===== src/rtl/target_spawner_if.sv =====
// Handshake bundle between the game controller, the random generator,
// the tracker and the target spawner.
interface target_spawner_if;
  logic       i_start;
  logic [3:0] i_rand;
  logic       i_hit;
  logic       o_target_valid;
  logic [3:0] o_cell;
  logic [7:0] o_score;
  logic [7:0] o_miss;
  logic [7:0] o_round;
  logic       o_done;

  // Driver side: game controller / random generator / tracker.
  modport master (
    output i_start, i_rand, i_hit,
    input  o_target_valid, o_cell, o_score, o_miss, o_round, o_done
  );

  // Spawner side.
  modport slave (
    input  i_start, i_rand, i_hit,
    output o_target_valid, o_cell, o_score, o_miss, o_round, o_done
  );
endinterface


===== src/rtl/target_spawner.sv =====
// Target spawner for the object-tracking game. A start rising edge runs
// MAX_ROUNDS rounds; each round shows one cell of the 4x4 grid until the
// tracker hits it or LIFETIME cycles pass, followed by a GAP_CYCLES pause.
// Hits and timeouts are counted (saturating) for the score display.
module target_spawner #(
  parameter int LIFETIME   = 1000,
  parameter int GAP_CYCLES = 100,
  parameter int MAX_ROUNDS = 16
) (
  input  logic            i_clk,
  input  logic            i_rst_n,
  target_spawner_if.slave bus
);

  // Timer only needs to reach LIFETIME-1, gap counter only GAP_CYCLES-1.
  localparam int TMR_W = (LIFETIME   > 2) ? $clog2(LIFETIME)   : 1;
  localparam int GAP_W = (GAP_CYCLES > 2) ? $clog2(GAP_CYCLES) : 1;

  localparam logic [TMR_W-1:0] TMR_LAST   = TMR_W'(LIFETIME - 1);
  localparam logic [GAP_W-1:0] GAP_LAST   = GAP_W'(GAP_CYCLES - 1);
  localparam logic [7:0]       ROUND_LAST = 8'(MAX_ROUNDS);

  typedef enum logic [2:0] {
    S_IDLE   = 3'd0,
    S_SPAWN  = 3'd1,
    S_ACTIVE = 3'd2,
    S_GAP    = 3'd3,
    S_DONE   = 3'd4
  } state_t;

  state_t           state;
  logic             start_d;
  logic [3:0]       last_cell;
  logic [TMR_W-1:0] timer;
  logic [GAP_W-1:0] gap_cnt;

  logic             target_valid_q;
  logic [3:0]       cell_q;
  logic [7:0]       score_q;
  logic [7:0]       miss_q;
  logic [7:0]       round_q;
  logic             done_q;

  logic             start_rise;
  logic [3:0]       spawn_cell;

  // Counters stick at full scale instead of wrapping back to zero.
  function automatic logic [7:0] sat_inc8(input logic [7:0] v);
    return (v == 8'hFF) ? v : v + 8'd1;
  endfunction

  // Never show the same cell twice in a row within a game; bumping by one
  // (with 4-bit wrap) keeps the choice cheap and still unpredictable.
  function automatic logic [3:0] pick_cell(input logic [3:0] r,
                                           input logic [3:0] last,
                                           input logic       first_round);
    return (!first_round && (r == last)) ? r + 4'd1 : r;
  endfunction

  // Start edge detect and the cell that a SPAWN cycle would register.
  always_comb begin
    start_rise = bus.i_start & ~start_d;
    spawn_cell = pick_cell(bus.i_rand, last_cell, (round_q == 8'd0));
  end

  // Game sequencer: all state and all outputs are registered here.
  always_ff @(posedge i_clk or negedge i_rst_n) begin
    if (!i_rst_n) begin
      state          <= S_IDLE;
      start_d        <= 1'b0;
      last_cell      <= 4'd0;
      timer          <= '0;
      gap_cnt        <= '0;
      target_valid_q <= 1'b0;
      cell_q         <= 4'd0;
      score_q        <= 8'd0;
      miss_q         <= 8'd0;
      round_q        <= 8'd0;
      done_q         <= 1'b0;
    end else begin
      start_d <= bus.i_start;
      case (state)
        S_IDLE: begin
          if (start_rise) begin
            state <= S_SPAWN;
          end
        end

        S_SPAWN: begin
          cell_q         <= spawn_cell;
          last_cell      <= spawn_cell;
          timer          <= '0;
          target_valid_q <= 1'b1;
          state          <= S_ACTIVE;
        end

        S_ACTIVE: begin
          timer <= timer + TMR_W'(1);
          // A hit on the last live cycle still counts as a hit.
          if (bus.i_hit || (timer == TMR_LAST)) begin
            if (bus.i_hit) begin
              score_q <= sat_inc8(score_q);
            end else begin
              miss_q <= sat_inc8(miss_q);
            end
            target_valid_q <= 1'b0;
            round_q        <= sat_inc8(round_q);
            gap_cnt        <= '0;
            state          <= S_GAP;
          end
        end

        S_GAP: begin
          gap_cnt <= gap_cnt + GAP_W'(1);
          if (gap_cnt == GAP_LAST) begin
            if (round_q == ROUND_LAST) begin
              done_q <= 1'b1;
              state  <= S_DONE;
            end else begin
              state <= S_SPAWN;
            end
          end
        end

        S_DONE: begin
          // Scores stay visible until the next game actually begins.
          if (start_rise) begin
            score_q <= 8'd0;
            miss_q  <= 8'd0;
            round_q <= 8'd0;
            done_q  <= 1'b0;
            state   <= S_SPAWN;
          end
        end

        default: begin
          state <= S_IDLE;
        end
      endcase
    end
  end

  assign bus.o_target_valid = target_valid_q;
  assign bus.o_cell         = cell_q;
  assign bus.o_score        = score_q;
  assign bus.o_miss         = miss_q;
  assign bus.o_round        = round_q;
  assign bus.o_done         = done_q;

endmodule


===== src/flat_wrapper.sv =====
// flat-port wrapper written by rule: the top's interface ports become plain ports
module target_spawner_flat 
#(
  parameter int LIFETIME   = 1000,
  parameter int GAP_CYCLES = 100,
  parameter int MAX_ROUNDS = 16
)
  (i_clk, i_rst_n, bus_i_start, bus_i_rand, bus_i_hit, bus_o_target_valid, bus_o_cell, bus_o_score, bus_o_miss, bus_o_round, bus_o_done);
  target_spawner_if bus_i ();
  input  logic i_clk;
  input  logic i_rst_n;
  input wire logic [$bits(bus_i.i_start)-1:0] bus_i_start;
  input wire logic [$bits(bus_i.i_rand)-1:0] bus_i_rand;
  input wire logic [$bits(bus_i.i_hit)-1:0] bus_i_hit;
  output wire logic [$bits(bus_i.o_target_valid)-1:0] bus_o_target_valid;
  output wire logic [$bits(bus_i.o_cell)-1:0] bus_o_cell;
  output wire logic [$bits(bus_i.o_score)-1:0] bus_o_score;
  output wire logic [$bits(bus_i.o_miss)-1:0] bus_o_miss;
  output wire logic [$bits(bus_i.o_round)-1:0] bus_o_round;
  output wire logic [$bits(bus_i.o_done)-1:0] bus_o_done;
  assign bus_i.i_start = bus_i_start;
  assign bus_i.i_rand = bus_i_rand;
  assign bus_i.i_hit = bus_i_hit;
  assign bus_o_target_valid = bus_i.o_target_valid;
  assign bus_o_cell = bus_i.o_cell;
  assign bus_o_score = bus_i.o_score;
  assign bus_o_miss = bus_i.o_miss;
  assign bus_o_round = bus_i.o_round;
  assign bus_o_done = bus_i.o_done;
  target_spawner #(.LIFETIME(LIFETIME), .GAP_CYCLES(GAP_CYCLES), .MAX_ROUNDS(MAX_ROUNDS)) u_core (.i_clk(i_clk), .i_rst_n(i_rst_n), .bus(bus_i));
endmodule

===== config.mk =====
export PLATFORM = sky130hd
export DESIGN_NAME = target_spawner_flat
export DESIGN_NICKNAME = d
export VERILOG_FILES = /design/src/rtl/target_spawner_if.sv /design/src/rtl/target_spawner.sv /design/src/flat_wrapper.sv
export SDC_FILE = /design/constraint.sdc
export NUM_CORES = 1
export LEC_CHECK = 0
export ABC_CLOCK_PERIOD_IN_PS = 1900
export BUFFER_PORTS_ARGS = -buffer_cell sky130_fd_sc_hd__buf_4
export CAP_MARGIN = 20
export CORE_UTILIZATION = 45
export DETAILED_ROUTE_END_ITERATION = 7
export PLACE_DENSITY = 0.67
export SLEW_MARGIN = 15
export SYNTH_ARGS = -nofsm -noshare
export SYNTH_HDL_FRONTEND = slang
export SYNTH_SLANG_ARGS = --single-unit

===== constraint.sdc =====
create_clock -name i_clk -period 1.9 [get_ports i_clk]
set_input_delay 0.19 -clock i_clk [delete_from_list [all_inputs] [get_ports i_clk]]
set_output_delay 0.19 -clock i_clk [all_outputs]
set_load 0.02 [all_outputs]

==> results of run 1 <==
Yosys cell counts, types with 6 or more instances:
library cell	instances	area [sq um]
dfrtp_1	51	1280
nand2_1	37	139
o21ai_0	36	180
nand3_1	27	135
nor2_1	21	78.8
a21oi_1	11	55.1
a31oi_1	11	68.8
and3_1	9	56.3
ha_1	7	87.6
inv_1	7	26.3
clkbuf_1	6	22.5
xor2_1	6	52.6
repair_timing:
item                                    CTS  global route
pin swaps                                 1            10
resized for setup                         3            12
endpoints found under the setup margin    8            25
hold endpoints to repair                 51             0
hold buffers                              1             0
gates cloned                              0             0
buffers inserted                          1             5
cells in the final DEF, fill, tap and decap left out, types with 5 or more instances in the layout:
| master | instances |
|---|---|
| and3_1 | 9 |
| o21ai_1 | 6 |
| buf_4 | 71 |
| o211ai_1 | 5 |
| dfrtp_1 | 47 |
| a31oi_1 | 11 |
| nand3_1 | 26 |
| a21oi_1 | 11 |
| nor2b_1 | 5 |
| clkbuf_8 | 5 |
| xor2_1 | 6 |
| mux2i_1 | 5 |
| nor2_1 | 19 |
| nand4_1 | 5 |
| inv_1 | 7 |
| nand2_1 | 36 |
| o21ai_0 | 30 |
| ha_1 | 6 |
flip-flops by register name, summed over array words and instances, names as in the netlist:
| signal | count |
|---|---|
| u_core.bus.o_miss | 8 |
| u_core.timer | 10 |
| u_core.bus.o_done | 1 |
| u_core.bus.o_target_valid | 1 |
| u_core.start_d | 1 |
| u_core.last_cell | 4 |
| u_core.bus.o_score | 8 |
| u_core.bus.o_round | 8 |
| u_core.gap_cnt | 7 |
| u_core.state | 3 |
logic make-up (layout without fill, tap and decap cells):
| group | Yosys count | in the layout |
|---|---|---|
| simple gates | 132 | 132 |
| buf+inv | 17 | 88 |
| flops | 51 | 51 |
| xor+xnor | 7 | 7 |
| fa+ha+maj | 7 | 7 |
| compound gates | 85 | 85 |
| mux | 5 | 5 |
final timing paths:
path,end,cells after the start,start,slack (ns)
hold reg to reg,u_core.bus.o_target_valid,2,u_core.bus.o_target_valid,0.49
max in group asynchronous,u_core.bus.o_round[0],2,i_rst_n,0.98
setup / recovery,u_core.last_cell[1],5,u_core.bus.o_round[7],-0.03
min in group asynchronous,u_core.last_cell[0],2,i_rst_n,0.47
hold / removal,u_core.start_d,1,bus_i_start,0.01
setup reg to reg,u_core.last_cell[1],5,u_core.bus.o_round[7],-0.03
final cells by class:
cell class	count	area, sq um	area share, %
multi-input combinational	236	1470	41.8
clock inverter	1	5.00	0.142
clock buffer	7	76.3	2.17
timing repair buffer	73	563	16.0
sequential	51	1280	36.4
inverter	7	26.3	0.747
tap	75	93.8	2.67
routing by layer:
metal  GRT usage [%]  vias to the layer above  wire (um)
met3            3.30                        4        212
met4            4.64                        0         42
met2            35.3                       51       3150
li1                -                     1262          -
met1            29.9                     1245       3180
met5               0                        -          0
power groups by stage:
stage	sequential, W	combinational (W)	clock, W
final	0.00154	0.00110	0.000616
after global routing	0.00158	0.00124	0.000666
after CTS	0.00154	0.00108	0.000627
after detailed placement	0.00155	0.00107	0
after global placement	0.00154	0.00104	0
after floorplan	0.00169	0.000459	0
stage by stage:
| stage | util, % | setup TNS [ns] |
|---|---|---|
| 2_1_floorplan | - | -0.0528 |
| 4_1_cts | 57.6 | -0.0178 |
| 5_1_grt | 59.0 | -0.601 |
| 3_5_place_dp | 55.9 | -0.122 |
| 3_3_place_gp | 55.9 | -0.00231 |
| 6_report | 59.0 | -0.0282 |
==> results.yml, run 1 <==
status:
  outcome: "finished, violations left"
  violations: "setup timing"
route:
  drc_errors: 0
  vias: 2562
  via_per_inst: 5.69
  firstDrtPassIters: 4
  wl_per_cell_um: 14.6
  routed_wl_um: 6590
  ant_nets: 0
  drt_iter0_drc: 136
finish:
  fillCellCount: 550
  finalNonFillerCells: 450
  diodes: 0
  finalInstanceArea_sq_um: 3520
  drive_gt1_share_pct: 28.0
  syn_to_final_growth_pct: 26.2
  fin_nets: 389
timing:
  slew_headroom_pct: 56.6
  finClkSkew_ns: 0.0105
  rsz0062_at_grt: "yes"
  min_period_ns: 1.93
  worst_pin_slew_ns: 0.651
  setup-violations-final: 1
  finalHoldViolations: 0
  fin_hold_ws_ns: 0.00954
  min_period_over_period_pct: 101
  slew_violations: 0
  fmax_ghz: 0.519
  setup_slack_ns: -0.0282
grt:
  grt_overflow: 0
  grt_max_degree: 52
  track_usage_pct: 21.6
  grt_pass1_vias: 2386
  grt_pass1_wl_um: 11000
  antenna_found_initial: 0
power:
  swShare_pct: 35.8
  share_comb_of_total_power_pct: 33.7
  power.share.sequential_pct: 47.4
  power.total_w: 0.00325
  p_int_w: 0.00209
  p_sw_w: 0.00117
  clockPowerShare_pct: 18.9
  ir_drop_mv: 0.628
  powerDensity_nw_per_um2: 925
  power.leakage_nw: 1.62
setup_path:
  criticalPathCategory: "reg2reg"
  end_kind: "flop"
  critical-path-top-delay-family: "simple AND/OR/NAND/NOR gates"
  slowest_delay_ns: 0.53
  crit_path_start_kind: "flop"
  cp_data_arrival_time_ns: 2.10
  crit_top_cell: "or4_4"
  crit_chain: "or4_4 > or4_4 > and2_4 > mux2i_1 > o21ai_1"
  cpMaxStageDelayCell: "or4_4"
  crit_required_ns: 2.07
  cp_max_fo: 3
  cp_num_buf_inv: 0
floorplan:
  placementRows: 28
  core_sq_um: 5960
  ios: 38
  die_y_um: 80.7
  die_area_sq_um: 6510
  start_util_pct: 46.8
  die_x_um: 80.7
yosys:
  syn_inst: 304
  ys.flop_type: "dfrtp_1"
  synth.distinct_cells: 47
  async_flop_share_pct: 100
  synth-xor-area-share_pct: 2.20
  synth_compound_area_share_pct: 19.1
  synth_edf_count: 0
  yosysSeqAreaShare_pct: 45.8
  syn_area_sq_um: 2790
  synth_mux_area_share_pct: 1.80
  syn-mean-instance-area_sq_um: 9.16
  synth_simple_gate_area_share_pct: 24.7
  ys_warn_count: 0
  synth_top_family_by_area: "simple AND/OR/NAND/NOR gates"
  syn_nets: 319
  synthAdderAreaFrac_pct: 3.14
  synth_seq_cells: 51
run:
  maxCapViolations: 0
placed_design:
  pre_cts_slack_ns: -0.0442
  dpl-instance-area_sq_um: 3330
  place_inst: 435
  io_buffers: 37
  place_congestion: 0.787
  dp_hpwl_um: 4750
cts:
  clk_pin_slew_worst_paths_ns: 0.09
  cts_tree: "yes"
  insertion_delay_ns: 0.30
  cts_sinks: 51
  htreeDepth: 2
  clock_path_buffers: 2
  cts-root-buf: "clkbuf_8"
  numCtsBuffers: 5
hold_path:
  hp-class: "in2reg"
Power figures use the tool's default switching activity.
==> inputs of run 2 (changes only) <==
--- a/config.mk
+++ b/config.mk
@@ -8,9 +8,9 @@
 export ABC_CLOCK_PERIOD_IN_PS = 1900
 export BUFFER_PORTS_ARGS = -buffer_cell sky130_fd_sc_hd__buf_4
 export CAP_MARGIN = 20
-export CORE_UTILIZATION = 45
+export CORE_UTILIZATION = 50
 export DETAILED_ROUTE_END_ITERATION = 7
-export PLACE_DENSITY = 0.67
+export PLACE_DENSITY = 0.74
 export SLEW_MARGIN = 15
 export SYNTH_ARGS = -nofsm -noshare
 export SYNTH_HDL_FRONTEND = slang
==> run 2 against run 1 <==
The flow still finishes with violations (setup timing). Via count rose by 0.55%. Combinational power barely moved. Maximum frequency rose by 0.13%. Largest power group unchanged. Non-clock buffer count fell by 1. Critical endpoint unchanged.
==> results.yml, run 2 (synthesized netlist as in run 1, its figures left out) <==
timing:
  setup-violations-final: 6
  finClkSkew_ns: 0.0101
  fmax_ghz: 0.519
  min_period_over_period_pct: 101
  setup_tns_ns: -0.0850
  worst_pin_slew_ns: 0.646
  slew_violations: 0
  finalHoldViolations: 0
  fin_hold_ws_ns: 0.193
  setup_slack_ns: -0.0257
  rsz0062_at_grt: "yes"
  min_period_ns: 1.93
  slew_headroom_pct: 57.0
setup_path:
  cp_data_arrival_time_ns: 2.11
  end_kind: "flop"
  crit_path_start_kind: "flop"
  cp_max_fo: 3
  criticalPathCategory: "reg2reg"
  crit_required_ns: 2.08
cts:
  cts-root-buf: "clkbuf_8"
  clock_path_buffers: 2
  insertion_delay_ns: 0.31
  clk_pin_slew_worst_paths_ns: 0.09
  htreeDepth: 2
  numCtsBuffers: 5
  cts_sinks: 51
  cts_tree: "yes"
grt:
  grt_max_degree: 52
  grt_overflow: 0
  grt_pass1_vias: 2442
  antenna_found_initial: 0
  grt_pass1_wl_um: 11000
  track_usage_pct: 23.5
route:
  ant_nets: 0
  via_per_inst: 5.80
  firstDrtPassIters: 4
  drt_iter0_drc: 161
  drc_errors: 0
  vias: 2576
  wl_per_cell_um: 15.1
  routed_wl_um: 6730
placed_design:
  pre_cts_slack_ns: -0.00590
  io_buffers: 37
  place_congestion: 0.869
  dp_hpwl_um: 4610
power:
  power.total_w: 0.00340
  p_int_w: 0.00222
  power.leakage_nw: 1.63
  ir_drop_mv: 0.563
  p_sw_w: 0.00118
  share_comb_of_total_power_pct: 32.5
  power.share.sequential_pct: 45.2
  powerDensity_nw_per_um2: 953
  clockPowerShare_pct: 22.4
  swShare_pct: 34.8
finish:
  largest_reg_flops: 10
  fin_nets: 388
  drive_gt1_share_pct: 29.4
  final_common_cell: "buf_4"
  regMostFlops: "u_core.timer"
  mostFrequentLayoutCells: "buf_4 (68), dfrtp_1 (47), nand2_1 (36)"
  diodes: 0
  fillCellCount: 423
  syn_to_final_growth_pct: 28.1
floorplan:
  die_x_um: 76.6
  core_sq_um: 5240
  ios: 38
  die_y_um: 76.6
  start_util_pct: 53.2
  placementRows: 26
  die_area_sq_um: 5870
status:
  violations: "setup timing"
  outcome: "finished, violations left"
run:
  maxCapViolations: 0
hold_path:
  hp-class: "in2reg"
[run 2: path summary, 6_finish.rpt]
kind,cells past startpoint,from,end,slack [ns]
max reg2reg,5,u_core.bus.o_round[7],u_core.last_cell[1],-0.03
min in group asynchronous,2,i_rst_n,u_core.bus.o_score[0],0.45
max in group asynchronous,2,i_rst_n,u_core.state[1],0.99
max,5,u_core.bus.o_round[7],u_core.last_cell[1],-0.03
min reg2reg,1,u_core.gap_cnt[6],u_core.gap_cnt[6],0.49
min,3,bus_i_rand[2],u_core.last_cell[2],0.19
[run 2: per-stage QoR]
stage	std cells	instance area [sq um]	util (%)
after floorplan	304	2810	-
after detailed placement	429	3310	63.3
after global placement	429	3310	63.3
after CTS	442	3480	66.4
after global routing	444	3570	68.1
final	444	3570	68.1
[run 2: layout make-up]
type                       count  area [sq um]  share of cell area, %
clock buffer                   5          68.8                   1.93
clock inverter                 3          43.8                   1.23
inverter                       7          26.3                  0.737
multi-input combinational    236          1510                   42.2
sequential                    51          1280                   35.9
tap                           70          87.6                   2.46
timing repair buffer          72           553                   15.5
[run 2: metal layers]
metal,vias up,track usage (%),routed length (um)
met5,-,0,0
met4,0,6.54,48
met3,4,4.67,335
met2,71,40.1,3350
met1,1239,30.2,2990
li1,1262,-,-
[run 2: power groups by stage]
stage / logic, W / registers (W) / clock network [W]
after floorplan: 0.000459 / 0.00169 / 0
after global placement: 0.00103 / 0.00154 / 0
after detailed placement: 0.00107 / 0.00155 / 0
after CTS: 0.00108 / 0.00153 / 0.000782
after global routing: 0.00123 / 0.00157 / 0.000818
final: 0.00110 / 0.00154 / 0.000760
[run 2: worst max-delay path, stage by stage, from the launching register on]
cell and delay, ns:
dfrtp_2 0.41, or4_4 0.53, or4_4 0.45, and2_4 0.19, mux2i_1 0.15, o21ai_1 0.07
[run 2: what timing repair did]
action | 4_1_cts | 5_1_grt
pin swaps | 4 | 12
hold endpoints to repair | 52 | 0
hold buffers | 2 | 0
gates resized for setup | 3 | 24
endpoints found under the setup margin | 10 | 28
buffers inserted | 3 | 3
